$ cat src/rtl/riscv_pkg.sv
// Shared RV32I core definitions: ALU operation codes, control bundle, forwarding selects.
package riscv_pkg;

  localparam int DATA_WIDTH    = 32;
  localparam int OPCODE_LENGTH = 4;
  localparam int REG_ADDR_W    = 5;

  localparam logic [OPCODE_LENGTH-1:0] ALU_AND = 4'b0000;
  localparam logic [OPCODE_LENGTH-1:0] ALU_OR  = 4'b0001;
  localparam logic [OPCODE_LENGTH-1:0] ALU_ADD = 4'b0010;
  localparam logic [OPCODE_LENGTH-1:0] ALU_XOR = 4'b0011;
  localparam logic [OPCODE_LENGTH-1:0] ALU_SLL = 4'b0100;
  localparam logic [OPCODE_LENGTH-1:0] ALU_SRL = 4'b0101;
  localparam logic [OPCODE_LENGTH-1:0] ALU_SUB = 4'b0110;
  localparam logic [OPCODE_LENGTH-1:0] ALU_SRA = 4'b0111;
  localparam logic [OPCODE_LENGTH-1:0] ALU_BEQ = 4'b1000;
  localparam logic [OPCODE_LENGTH-1:0] ALU_BGE = 4'b1001;
  localparam logic [OPCODE_LENGTH-1:0] ALU_BLT = 4'b1100;

  // 6-bit control bundle, MSB first: {reg_write, mem_read, mem_write, mem_to_reg, branch, jump}
  typedef struct packed {
    logic reg_write;
    logic mem_read;
    logic mem_write;
    logic mem_to_reg;
    logic branch;
    logic jump;
  } ctrl_t;

  typedef enum logic [1:0] {
    FWD_REG = 2'b00,
    FWD_EXM = 2'b01,
    FWD_WB  = 2'b10
  } fwd_sel_e;

endpackage

$ cat src/rtl/fwd_mux.sv
// Per-operand forwarding: picks EX/MEM result, MEM/WB data or the registered
// register-file value. EX/MEM is younger so it wins; x0 is never forwarded.
module fwd_mux
  import riscv_pkg::*;
#(
  parameter int DW = DATA_WIDTH,
  parameter int RW = REG_ADDR_W
) (
  input  logic [RW-1:0] rs,
  input  logic [DW-1:0] reg_data,
  input  logic [RW-1:0] exm_rd,
  input  logic          exm_reg_write,
  input  logic [DW-1:0] exm_result,
  input  logic [RW-1:0] wb_rd,
  input  logic          wb_reg_write,
  input  logic [DW-1:0] wb_data,
  output logic [DW-1:0] data
);

  fwd_sel_e sel_s;

  // Forwarding source select, EX/MEM ahead of MEM/WB
  always_comb begin
    sel_s = FWD_REG;
    if (exm_reg_write && (exm_rd != {RW{1'b0}}) && (exm_rd == rs)) begin
      sel_s = FWD_EXM;
    end else if (wb_reg_write && (wb_rd != {RW{1'b0}}) && (wb_rd == rs)) begin
      sel_s = FWD_WB;
    end else begin
      sel_s = FWD_REG;
    end
  end

  // Data mux driven by the selected source
  always_comb begin
    data = reg_data;
    case (sel_s)
      FWD_EXM: data = exm_result;
      FWD_WB:  data = wb_data;
      FWD_REG: data = reg_data;
      default: data = reg_data;
    endcase
  end

endmodule

$ cat src/rtl/id_ex_stage.sv
// ID/EX pipeline register with EX operand selection, forwarding and load-use detection.
module id_ex_stage
  import riscv_pkg::*;
#(
  parameter int DATA_WIDTH    = riscv_pkg::DATA_WIDTH,
  parameter int OPCODE_LENGTH = riscv_pkg::OPCODE_LENGTH,
  parameter int REG_ADDR_W    = riscv_pkg::REG_ADDR_W
) (
  input  logic                     clk,
  input  logic                     rst_n,
  input  logic                     stall,
  input  logic                     flush,
  input  logic                     id_valid,
  input  logic [DATA_WIDTH-1:0]    id_pc,
  input  logic [DATA_WIDTH-1:0]    id_rs1_data,
  input  logic [DATA_WIDTH-1:0]    id_rs2_data,
  input  logic [DATA_WIDTH-1:0]    id_imm,
  input  logic [REG_ADDR_W-1:0]    id_rs1,
  input  logic [REG_ADDR_W-1:0]    id_rs2,
  input  logic [REG_ADDR_W-1:0]    id_rd,
  input  logic [OPCODE_LENGTH-1:0] id_alu_op,
  input  logic                     id_alu_src_a,
  input  logic                     id_alu_src_b,
  input  logic [5:0]               id_ctrl,
  input  logic [REG_ADDR_W-1:0]    exm_rd,
  input  logic                     exm_reg_write,
  input  logic [DATA_WIDTH-1:0]    exm_result,
  input  logic [REG_ADDR_W-1:0]    wb_rd,
  input  logic                     wb_reg_write,
  input  logic [DATA_WIDTH-1:0]    wb_data,
  output logic [DATA_WIDTH-1:0]    SrcA,
  output logic [DATA_WIDTH-1:0]    SrcB,
  output logic [OPCODE_LENGTH-1:0] Operation,
  output logic                     ex_valid,
  output logic [DATA_WIDTH-1:0]    ex_pc,
  output logic [DATA_WIDTH-1:0]    ex_imm,
  output logic [DATA_WIDTH-1:0]    ex_store_data,
  output logic [REG_ADDR_W-1:0]    ex_rd,
  output logic [5:0]               ex_ctrl,
  output logic                     load_use_hazard
);

  logic                     valid_r;
  logic [DATA_WIDTH-1:0]    pc_r;
  logic [DATA_WIDTH-1:0]    rs1_data_r;
  logic [DATA_WIDTH-1:0]    rs2_data_r;
  logic [DATA_WIDTH-1:0]    imm_r;
  logic [REG_ADDR_W-1:0]    rs1_r;
  logic [REG_ADDR_W-1:0]    rs2_r;
  logic [REG_ADDR_W-1:0]    rd_r;
  logic [OPCODE_LENGTH-1:0] op_r;
  logic                     src_a_r;
  logic                     src_b_r;
  ctrl_t                    ctrl_r;
  logic                     bubble_s;
  logic [DATA_WIDTH-1:0]    fwd_a_s;
  logic [DATA_WIDTH-1:0]    fwd_b_s;

  // Load-use detection and bubble decision (flush, hazard or empty ID slot)
  always_comb begin
    load_use_hazard = id_valid && valid_r && ctrl_r.mem_read &&
                      (rd_r != {REG_ADDR_W{1'b0}}) &&
                      ((rd_r == id_rs1) || (rd_r == id_rs2));
    bubble_s = 1'b0;
    if (flush) begin
      bubble_s = 1'b1;
    end else if (stall) begin
      bubble_s = 1'b0;
    end else if (load_use_hazard || !id_valid) begin
      bubble_s = 1'b1;
    end else begin
      bubble_s = 1'b0;
    end
  end

  // Stage register: reset/bubble clears everything, stall holds, otherwise capture ID
  always_ff @(posedge clk) begin
    if (!rst_n || bubble_s) begin
      valid_r    <= 1'b0;
      pc_r       <= {DATA_WIDTH{1'b0}};
      rs1_data_r <= {DATA_WIDTH{1'b0}};
      rs2_data_r <= {DATA_WIDTH{1'b0}};
      imm_r      <= {DATA_WIDTH{1'b0}};
      rs1_r      <= {REG_ADDR_W{1'b0}};
      rs2_r      <= {REG_ADDR_W{1'b0}};
      rd_r       <= {REG_ADDR_W{1'b0}};
      op_r       <= {OPCODE_LENGTH{1'b0}};
      src_a_r    <= 1'b0;
      src_b_r    <= 1'b0;
      ctrl_r     <= ctrl_t'(6'b000000);
    end else if (!stall) begin
      valid_r    <= 1'b1;
      pc_r       <= id_pc;
      rs1_data_r <= id_rs1_data;
      rs2_data_r <= id_rs2_data;
      imm_r      <= id_imm;
      rs1_r      <= id_rs1;
      rs2_r      <= id_rs2;
      rd_r       <= id_rd;
      op_r       <= id_alu_op;
      src_a_r    <= id_alu_src_a;
      src_b_r    <= id_alu_src_b;
      ctrl_r     <= ctrl_t'(id_ctrl);
    end
  end

  fwd_mux #(.DW(DATA_WIDTH), .RW(REG_ADDR_W)) u_fwd_a (
    .rs(rs1_r), .reg_data(rs1_data_r),
    .exm_rd(exm_rd), .exm_reg_write(exm_reg_write), .exm_result(exm_result),
    .wb_rd(wb_rd), .wb_reg_write(wb_reg_write), .wb_data(wb_data),
    .data(fwd_a_s)
  );

  fwd_mux #(.DW(DATA_WIDTH), .RW(REG_ADDR_W)) u_fwd_b (
    .rs(rs2_r), .reg_data(rs2_data_r),
    .exm_rd(exm_rd), .exm_reg_write(exm_reg_write), .exm_result(exm_result),
    .wb_rd(wb_rd), .wb_reg_write(wb_reg_write), .wb_data(wb_data),
    .data(fwd_b_s)
  );

  // ALU operand selection; store data always takes the forwarded rs2
  always_comb begin
    SrcA          = src_a_r ? pc_r : fwd_a_s;
    SrcB          = src_b_r ? imm_r : fwd_b_s;
    ex_store_data = fwd_b_s;
    Operation     = op_r;
    ex_valid      = valid_r;
    ex_pc         = pc_r;
    ex_imm        = imm_r;
    ex_rd         = rd_r;
    ex_ctrl       = ctrl_r;
  end

endmodule

$ cat config.mk
export PLATFORM = sky130hd
export DESIGN_NAME = id_ex_stage
export DESIGN_NICKNAME = d
export VERILOG_FILES = /design/src/rtl/riscv_pkg.sv /design/src/rtl/fwd_mux.sv /design/src/rtl/id_ex_stage.sv
export SDC_FILE = /design/constraint.sdc
export NUM_CORES = 1
export LEC_CHECK = 0
export CAP_MARGIN = 10
export CORE_AREA = 2 2 158 160
export CTS_CLUSTER_DIAMETER = 60
export DETAILED_ROUTE_END_ITERATION = 12
export DIE_AREA = 0 0 160 162
export DONT_BUFFER_PORTS = 1
export PLACE_DENSITY = 0.65
export SYNTH_ARGS = -nofsm -noshare
export SYNTH_HDL_FRONTEND = slang
export SYNTH_HIERARCHICAL = 1
export SYNTH_SLANG_ARGS = --single-unit
$ cat constraint.sdc
create_clock -name clk -period 4 [get_ports clk]
set_input_delay 0.8 -clock clk [delete_from_list [all_inputs] [get_ports clk]]
set_output_delay 0.8 -clock clk [all_outputs]
set_load 0.005 [all_outputs]
# After elaboration in Yosys (flattened, before gate mapping)
# Index checks and enable logic that the tools add are counted.
# Widths: inputs -> output; s select.
# word_totals
reg_bits	156
elab_cells	56
# classes
n_eq_ne	10
mux	11
n_reduce_logical	18
# op_table
operator	n
$pmux 32 s2	2
$mux 32	2
$eq 5x5->1	6
$reduce_bool 5->1	3
$logic_and 1x1->1	10
$mux 2	4
$eq 2x1->1 const B	2
$eq 2x2->1 const B	2
$logic_or 1x1->1	3
$mux 1	3
$logic_not 1->1	2

# Depth between registers and ports, before layout
# Gate-level depths: netlist of run 1.
# depth
depth_word	9
mapped_depth	7

# Modules after synthesis
# The synthesis of run 1 kept the hierarchy.
# modules_own_cells
module	seq_area_each_um2	cells_per_inst	n_inst	area_per_inst_um2
id_ex_stage	3123.0	632	1	7982.7
fwd_mux	0.0	180	2	1520.2

# Least setup slack after synthesis of run 1
# Ideal clock, no wire load.
# synth_timing
path_kind	input port to output port
start	in exm_rd[0]
end	out SrcB[31]
n_path_buf	2
setup_slack_ns	0.838
t_required_ns	3.200
arrival_time_ns	2.362
stages	7
cell_sequence	or4_1 > a21oi_2 > or3_1 > buf_2 > buf_6 > a31oi_1 > mux2_2
# synth_between
elab_chain_cells	7
word_cells_on_any_way	9
cone_classes	3 x eq/ne; 3 x mux; 3 x reduce/logical
# synth_rtl
item	line	rtl
start: declaration	id_ex_stage.sv:25	input logic [REG_ADDR_W-1:0] exm_rd,
$reduce_bool 5->1	fwd_mux.sv:25	if (exm_reg_write && (exm_rd != {RW{1'b0}}) && (exm_rd == rs)) begin
$logic_and 1x1->1	fwd_mux.sv:25	
$logic_and 1x1->1 (*)	fwd_mux.sv:25	
$mux 2 (*)	fwd_mux.sv:25	
$eq 2x2->1 or $eq 2x1->1 (tied branches)	fwd_mux.sv:37	case (sel_s)
$pmux 32 s2 (*)	fwd_mux.sv:37	
net ex_store_data[31]	id_ex_stage.sv:37	output logic [DATA_WIDTH-1:0] ex_store_data,
$mux 32 (*)	id_ex_stage.sv:124	SrcB = src_b_r ? imm_r : fwd_b_s;
end: declaration	id_ex_stage.sv:32	output logic [DATA_WIDTH-1:0] SrcB,
# Mark *: on every way through the listed nets, which the timed path passes. The rest lies on a longest branch.

# Worst setup path in the final report of run 1
# layout_timing
start	reg rs1_r[0]
end	out SrcA[18]
# layout_between
elab_chain_cells	7
word_cells_on_any_way	10
cone_classes	4 x eq/ne; 4 x mux; 2 x reduce/logical
# layout_rtl
item	line	rtl
start: declaration	id_ex_stage.sv:48	logic [REG_ADDR_W-1:0] rs1_r;
start signal: assignment	id_ex_stage.sv:84	rs1_r <= {REG_ADDR_W{1'b0}};
start signal: assignment	id_ex_stage.sv:97	rs1_r <= id_rs1;
$eq 5x5->1	fwd_mux.sv:27	end else if (wb_reg_write && (wb_rd != {RW{1'b0}}) && (wb_rd == rs)) begin
$logic_and 1x1->1	fwd_mux.sv:27	
$mux 2	fwd_mux.sv:27	
$mux 2 (*)	fwd_mux.sv:25	
$eq 2x2->1 or $eq 2x1->1 (tied branches)	fwd_mux.sv:37	
$pmux 32 s2 (*)	fwd_mux.sv:37	
net fwd_a_s[18]	id_ex_stage.sv:56	logic [DATA_WIDTH-1:0] fwd_a_s;
$mux 32 (*)	id_ex_stage.sv:123	SrcA = src_a_r ? pc_r : fwd_a_s;
end: declaration	id_ex_stage.sv:31	output logic [DATA_WIDTH-1:0] SrcA,
# Marked as above.

==> results of run 1 <==
[report_power, final]
group / switching (uW) / internal (uW) / total, uW
combinational: 404 / 250 / 654
sequential: 46.4 / 1600 / 1650
clock: 836 / 846 / 1680
[worst max-delay path by stage]
stage                     endpoint      start  cells past startpoint  slack (ps)
after floorplan           SrcB[31]  exm_rd[0]                      7         840
after global placement    SrcB[21]   wb_rd[1]                      6         490
after detailed placement  SrcB[14]   wb_rd[1]                      6         480
after CTS                 SrcA[18]   rs1_r[0]                      7         210
after global routing      SrcA[18]   rs1_r[0]                      7          70
final                     SrcA[18]   rs1_r[0]                      7         210
[cell type report]
class	instances	area (um^2)	area share, %
multi-input cells	697	7040	59.8
flip-flops and latches	156	3120	26.5
repair buffers	67	578	4.91
clock buffers	17	425	3.62
well taps	324	405	3.45
clock inverters	15	168	1.43
diodes	11	27.5	0.234
[flip-flops by register name, indices dropped and copies added (netlist names), 4 cells and up]
register	flops
rs2_data_r	32
ex_rd	5
ex_ctrl	6
ex_imm	32
ex_pc	32
rs1_data_r	32
Operation	4
rs2_r	5
rs1_r	5
[layer usage]
layer	routed length, um	vias to the layer above	part of all wire, %	GRT usage (%)
met1	16300	4255	42	37.3
met5	0	-	0	0
li1	-	3888	-	-
met3	3570	65	9.2	8.91
met2	17500	426	45	44.8
met4	1380	0	3.6	12.3
[cell usage after synthesis, types with 3 or more instances]
master,n,area [um^2]
a211oi_1,5,37.5
a211oi_2,150,1880
a21oi_2,3,26.3
a31oi_1,6,37.5
a31oi_2,58,726
and2_1,4,25.0
buf_12,6,120
buf_2,32,160
buf_6,14,158
buf_8,11,165
clkbuf_1,69,259
clkbuf_4,6,45.0
dfxtp_1,156,3120
mux2_2,64,721
mux2i_1,155,1550
nand2_1,7,26.3
nand3_1,4,20.0
nor2_1,4,15.0
nor4_1,64,400
o31ai_1,64,480
or4_1,3,22.5
or4b_1,50,500
or4b_2,14,140
xnor2_1,26,228
[metrics by stage]
step                area (um^2)  utilization, %  total power [uW]
detailed placement        11100            46.2              2330
global placement          11100            46.2              2320
floorplan                 11000               -              2250
finish                    11800            48.8              3980
global route              11700            48.7              4120
CTS                       11700            48.7              4010
[cells in the final DEF, fill, tap and decap left out, types with 2 or more instances in the layout]
cell / instances
nor3b_1: 2
or3_2: 2
inv_6: 4
a21oi_4: 4
nand3_1: 4
and2_1: 4
inv_8: 6
or4b_2: 14
buf_12: 6
nand2_1: 5
clkinv_8: 3
clkbuf_16: 17
a31oi_1: 6
nand3_2: 2
o31ai_1: 64
xnor2_1: 26
diode_2: 11
mux2i_1: 155
a31oi_2: 58
dfxtp_1: 156
a211oi_1: 5
or4b_1: 50
nor4_1: 64
or4_4: 2
or4_1: 3
mux2_2: 64
a211oi_2: 150
nand2_2: 2
buf_4: 61
nor2_1: 4
[logic make-up after synthesis]
kind of cell,count (synthesis)
AOI/OAI and AO/OA,293
xor gates and xnor gates,26
buffers and inverters,139
DFF,156
muxes,219
and+or+nand+nor,159
[worst register-to-register path, delay by kind of cell (launching register included)]
kind / cells / cell delay (ps)
compound gates: 2 / 1020
buf+inv: 1 / 360
xor+xnor: 1 / 290
simple gates: 1 / 190
flops: 1 / 390
==> out/results.tsv, run 1 <==
stage	metric	value	unit
cts	clock-sinks	156	
cts	clkSlewWorstSetupHoldPaths	80	ps
yosys	synth_xor_xnor_area_share	2.07	%
floorplan	fp.coreArea	24100	um^2
place	dp_hpwl	28400	um
floorplan	die-area	25900	um^2
timing	fin_worst_skew	13.3	ps
yosys	async_flop_share	0	%
setup_path	cp-start-kind	flip-flop	
layout	final_cells	1287	
setup_path	cp_top_family	compound AO/OA/AOI/OAI gates	
setup_path	reg2reg_from	ex_rd[3]	
yosys	yosysWarningCount	6	
global_route	grt_max_degree	159	
floorplan	num_io_pins	413	
yosys	synthCells	992	
setup_path	cp_max_fo	28	
layout	nFillCells	2248	
global_route	grt_pass1_vias	8311	
timing	fmax	264	MHz
place	pre_cts_ws	483	ps
yosys	ys_seq_area_share	28.3	%
routing	dr.pass1.iters	6	
place	placedCellCount	1244	
yosys	synth_flop_cell	dfxtp_1	
yosys	synth.avg_cell_area	11.1	um^2
timing	fin_tns_setup	0	ps
yosys	syn_nets	1228	
routing	drt-initial-drc-count	634	
yosys	ys_types	36	
setup_path	crit_path_end_kind	output pin	
yosys	synth_top_family_by_area	compound AO/OA/AOI/OAI gates	
routing	drcViolationCount	0	
layout	area_delta_synth_final	6.72	%
setup_path	crit_top_cell	buf_4	
timing	period_share	94.8	%
timing	worst_slack	210	ps
cts	clk_path_buf_depth	2	
power_and_ir_drop	powerDensity	339	nW/um^2
floorplan	die_height	162	um
setup_path	slowest_stage	or4_4	
hold_path	hp-start	rs1_data_r[4]	
yosys	syn_area	11000	um^2
hold_path	min_to	rs1_data_r[4]	
outcome	status	completed	
timing	maxSlewViolCount	0	
timing	finalCriticalPeriod	3790	ps
setup_path	worstRegToRegCells	5	
timing	rsz0062_at_grt	false	
cts	cts-resized-gates	0	
place	portBuffers	0	
global_route	grt.overflow.total	0	
yosys	synth_compound_area_share	29.6	%
setup_path	cp.arrival	2990	ps
timing	setup_viol	0	
power_and_ir_drop	leakage	0.00380	uW
cts	htree_levels	4	
cts	worstSkewPairLatency	430	ps
cts	clockRootBuffer	clkbuf_16	
routing	final_antenna_net_count	0	
setup_path	critical_path_buf_inv_count	2	
setup_path	path_class	reg -> out	
yosys	synthAdderAreaFrac	0	%
timing	slew-limit-headroom	29.2	%
cts	post-cts-setup-buffers	0	
timing	holdWs	577	ps
timing	worst_slew_pin_slew	1060	ps
floorplan	die_w	160	um
hold_path	hp-class	reg -> reg	
yosys	synthSimpleGateAreaFrac	11.1	%
timing	hold_viol_final	0	
global_route	grt_pass1_wl	57000	um
flow_run	maxCapViolations	0	
setup_path	cpPeakStageDelay	570	ps
floorplan	rows	57	
yosys	synth_edf_count	0	
global_route	antenna_found_initial	4	
setup_path	r2r_slack	1600	ps
setup_path	path_cells	or4_4, a21oi_4, buf_4, buf_4, o31ai_1, a31oi_2, mux2_2	
routing	vias	8634	
power_and_ir_drop	vdd_drop_max	0.194	mV
routing	routedWlPerCell	30.1	um
cts	cts_buffers	17	
hold_path	holdPathStages	2	
place	globalplace.congestion	0.938	
floorplan	start_util	45.7	%
routing	routed_wl	38700	um
setup_path	r2r_end	rs1_data_r[15]	
routing	via_per_inst	6.71	
global_route	track_usage	28.9	%
cts	cts_tree	built	
yosys	synth_seq_cells	156	
layout	nets	1175	
yosys	muxShareOfSynthArea	20.6	%
setup_path	worst-endpoint-required	3200	ps
layout	drive_gt1_share	42.1	%
cts	hold_buffers	0	
No activity file was read; power rests on OpenSTA's default activity.
==> inputs of run 2 (changes only) <==
CORE_AREA = 4 4 160 162   (was 2 2 158 160)
DIE_AREA = 0 0 164 166   (was 0 0 160 162)
==> out/results.tsv, run 2 (synthesized netlist as in run 1, its figures left out) <==
stage	metric	value	unit
outcome	status	completed	
cts	clockRootBuffer	clkbuf_16	
timing	maxSlewViolCount	0	
layout	nets	1166	
routing	final_antenna_net_count	0	
layout	final_common_cell	dfxtp_1	
place	dp_hpwl	28200	um
timing	setup_viol	0	
global_route	track_usage	27.2	%
routing	drcViolationCount	0	
power_and_ir_drop	p_total	4110	uW
setup_path	reg2reg_from	ex_rd[0]	
cts	hold_buffers	0	
setup_path	r2r_end	rs1_data_r[21]	
cts	cts_tree	built	
power_and_ir_drop	leakage	0.00381	uW
routing	via_per_inst	6.81	
timing	period_share	94.6	%
setup_path	cp.arrival	2980	ps
setup_path	crit_path_end_kind	output pin	
cts	htree_levels	4	
routing	drt-initial-drc-count	806	
floorplan	rows	57	
setup_path	worstRegToRegCells	6	
hold_path	hp-class	reg -> reg	
global_route	grt_max_degree	159	
setup_path	path_class	reg -> out	
routing	routedWlPerCell	31.2	um
layout	final_cell_mix	156 x dfxtp_1, 155 x mux2i_1, 150 x a211oi_2	
layout	area_delta_synth_final	6.71	%
power_and_ir_drop	powerDensity	349	nW/um^2
setup_path	cp_max_fo	25	
timing	finalCriticalPeriod	3780	ps
timing	worst_slew_pin_slew	815	ps
cts	worstSkewPairLatency	430	ps
cts	cts_buffers	17	
place	place_area	11100	um^2
cts	post-cts-setup-buffers	0	
routing	vias	8656	
cts	clock-sinks	156	
cts	clkSlewWorstSetupHoldPaths	70	ps
global_route	grt.overflow.total	0	
cts	clk_path_buf_depth	2	
hold_path	hp-start	ex_pc[16]	
routing	dr.pass1.iters	5	
global_route	antenna_found_initial	3	
timing	fin_worst_skew	11.0	ps
timing	slew-limit-headroom	45.7	%
timing	fmax	264	MHz
power_and_ir_drop	vdd_drop_max	0.221	mV
layout	drive_gt1_share	41.6	%
floorplan	die_w	164	um
global_route	grt_pass1_wl	56900	um
floorplan	die_height	166	um
setup_path	cp-start-kind	flip-flop	
routing	routed_wl	39700	um
timing	fin_tns_setup	0	ps
floorplan	start_util	45.7	%
timing	rsz0062_at_grt	false	
timing	hold_viol_final	0	
flow_run	maxCapViolations	0	
floorplan	num_io_pins	413	
floorplan	fp.coreArea	24100	um^2
hold_path	holdPathStages	2	
layout	nFillCells	2235	
hold_path	min_to	ex_pc[16]	
layout	final_cell_area	11800	um^2
setup_path	r2r_slack	1680	ps
place	globalplace.congestion	0.936	
floorplan	die-area	27200	um^2
place	portBuffers	0	
layout	fin_util	48.8	%
setup_path	worst-endpoint-required	3200	ps
global_route	grt_pass1_vias	8259	
==> run 2: changes by cell type in the layout (fill, tap and decap cells not counted), sizes merged <==
cell and delta:
inv -1, bufinv +3, diode -6, clkinvlp -1, clkinv -1, a21oi +1, buf -10
==> run 2: worst max-delay path, stage by stage, from the launching register on <==
cell and delay, ps:
dfxtp_1 350, or4_4 600, a21oi_4 560, buf_4 360, o31ai_1 120, a31oi_2 290, mux2_2 240
==> run 2: stage by stage <==
| step | std cells | hold WS, ps | setup WS (ps) |
|---|---|---|---|
| detailed placement | 1234 | 569 | 477 |
| global placement | 1234 | 553 | 475 |
| finish | 1272 | 572 | 216 |
| global route | 1270 | 582 | 136 |
| CTS | 1266 | 574 | 39.3 |
| floorplan | 992 | 532 | 838 |
==> run 2: layout make-up <==
class / count / area, um^2 / share of cell area (%)
flip-flops and latches: 156 / 3120 / 26.6
clock buffers: 17 / 425 / 3.62
diodes: 5 / 12.5 / 0.106
well taps: 324 / 405 / 3.45
multi-input cells: 698 / 7050 / 59.9
repair buffers: 57 / 553 / 4.70
clock inverters: 15 / 198 / 1.68
==> run 2: worst max-delay path by stage <==
stage	startpoint	to	slack, ps	cells after the start
floorplan	exm_rd[0]	SrcB[31]	840	7
global placement	wb_rd[3]	SrcB[28]	470	6
detailed placement	wb_rd[0]	SrcB[27]	480	6
CTS	rs2_r[0]	SrcB[17]	40	6
global route	rs2_r[0]	SrcB[16]	140	6
finish	rs2_r[0]	SrcB[17]	220	6
==> run 2: routing by layer <==
| metal | global-route usage (%) | part of all wire (%) | up-vias |
|---|---|---|---|
| met3 | 7.02 | 8.4 | 56 |
| met4 | 9.01 | 2.6 | 2 |
| met2 | 42.1 | 46 | 428 |
| met5 | 0 | 0.033 | - |
| met1 | 36.9 | 43 | 4298 |
| li1 | - | - | 3872 |
==> run 2: what timing repair did <==
action / CTS / global route
endpoints found under the setup margin: 0 / 17
gates resized for setup: 0 / 0
hold endpoints to repair: 0 / 0
==> run 2: power breakdown <==
part | total, uW | switching, uW | leakage [uW] | internal, uW
sequential | 1650 | 46.8 | 0.00127 | 1600
combinational | 655 | 409 | 0.00223 | 246
clock | 1800 | 791 | 0.000311 | 1010
total | 4110 | 1250 | 0.00381 | 2860
==> inputs of run 3 (changes only) <==
PLACE_DENSITY = 0.59   (was 0.65)
==> out/results.tsv, run 3 (synthesized netlist as in run 1, its figures left out) <==
stage	metric	value	unit
timing	maxSlewViolCount	0	
layout	final_cells	1271	
global_route	antenna_found_initial	5	
place	placedCellCount	1231	
routing	drcViolationCount	0	
power_and_ir_drop	vdd_drop_max	0.233	mV
timing	finalCriticalPeriod	3670	ps
setup_path	cp-start-kind	flip-flop	
global_route	grt_pass1_vias	8249	
global_route	grt_max_degree	159	
floorplan	fp.coreArea	24100	um^2
routing	routed_wl	40000	um
timing	hold_viol_final	0	
layout	drive_gt1_share	41.4	%
floorplan	num_io_pins	413	
cts	post-cts-setup-buffers	0	
setup_path	slowest_stage	or4b_1	
routing	routedWlPerCell	31.5	um
cts	worstSkewPairLatency	430	ps
cts	cts-resized-gates	0	
floorplan	rows	57	
cts	clock-sinks	156	
setup_path	path_class	reg -> out	
cts	cts_tree	built	
timing	rsz0062_at_grt	false	
setup_path	cp.arrival	2870	ps
setup_path	r2r_slack	1000	ps
layout	register_area	3120	um^2
layout	final_cell_mix	155 x dfxtp_1, 155 x mux2i_1, 150 x a211oi_2	
setup_path	cp_max_fo	37	
floorplan	die_height	166	um
cts	cts_buffers	17	
power_and_ir_drop	swShare	29.7	%
global_route	grt_pass1_wl	57500	um
layout	nFillCells	2269	
power_and_ir_drop	p_seq_share	39.8	%
routing	vias	8538	
outcome	status	completed	
layout	multi_input_area	7040	um^2
floorplan	die-area	27200	um^2
cts	clk_path_buf_depth	2	
routing	dr.pass1.iters	6	
timing	worst_slew_pin_slew	1200	ps
global_route	grt.overflow.total	0	
layout	fin_util	48.9	%
timing	period_share	91.7	%
power_and_ir_drop	pwr-share-comb	15.5	%
power_and_ir_drop	switching_power	1230	uW
power_and_ir_drop	leakage	0.00380	uW
power_and_ir_drop	clkPwrFrac	44.6	%
setup_path	crit_path_end_kind	output pin	
timing	fin_tns_setup	0	ps
timing	setup_viol	0	
layout	final_cell_area	11800	um^2
place	globalplace.congestion	0.923	
routing	final_antenna_net_count	0	
floorplan	start_util	45.7	%
power_and_ir_drop	power.internal	2920	uW
timing	fmax	273	MHz
power_and_ir_drop	powerDensity	353	nW/um^2
hold_path	hp-class	reg -> reg	
timing	slew-limit-headroom	20.0	%
setup_path	worst-endpoint-required	3200	ps
global_route	track_usage	27.8	%
cts	clockRootBuffer	clkbuf_16	
setup_path	critical_path_buf_inv_count	1	
setup_path	cpPeakStageDelay	530	ps
setup_path	cp_top_family	simple AND/OR/NAND/NOR gates	
place	portBuffers	0	
floorplan	die_w	164	um
layout	nets	1162	
timing	fin_worst_skew	13.1	ps
routing	via_per_inst	6.72	
cts	htree_levels	4	
place	dp_hpwl	28300	um
layout	area_delta_synth_final	6.87	%
setup_path	path_cells	xnor2_1, nand3_2, buf_12, or4b_1, a31oi_2, mux2_2	
routing	drt-initial-drc-count	788	
flow_run	maxCapViolations	0	
cts	hold_buffers	0	
place	place_area	11100	um^2
cts	clkSlewWorstSetupHoldPaths	80	ps
## run 3: layout make-up
class	count	share of cell area, %
Antenna cell	8	0.170
Clock buffer	17	3.61
Clock inverter	15	1.91
Multi-Input combinational cell	697	59.7
Sequential cell	156	26.5
Tap cell	324	3.44
Timing Repair Buffer	54	4.61
## run 3: worst paths after layout
path / from / endpoint / depth (start not counted)
hold reg to reg: ex_ctrl[0] / ex_ctrl[0] / 2
setup reg to reg: ex_rd[2] / ex_imm[21] / 5
setup / recovery: rs2_r[0] / SrcB[16] / 6
hold / removal: ex_ctrl[0] / ex_ctrl[0] / 2
## run 3: layer usage
| metal | track usage, % | wire length (um) |
|---|---|---|
| met1 | 38.1 | 17300 |
| met4 | 8.57 | 1060 |
| met2 | 42.1 | 17800 |
| met5 | 0 | 13 |
| met3 | 8.24 | 3790 |
## run 3: worst min-delay path, delay by kind of cell (launching register included)
kind	cells	cell delay, ps
flops	1	330
compound gates	1	60
mux	1	130
## run 3: power groups by stage
stage	Clock [uW]	Sequential, uW	Combinational (uW)
6_report	1850	1650	646
3_3_place_gp	0	1690	639
5_1_grt	1960	1660	691
4_1_cts	1890	1650	646
3_5_place_dp	0	1690	645
2_1_floorplan	0	1670	579
## run 3: stage by stage
step	hold slack (ps)	setup WS, ps	power [uW]
6_report	570	331	4150
5_1_grt	581	207	4310
4_1_cts	569	327	4190
3_5_place_dp	560	465	2330
3_3_place_gp	552	496	2330
2_1_floorplan	532	838	2250
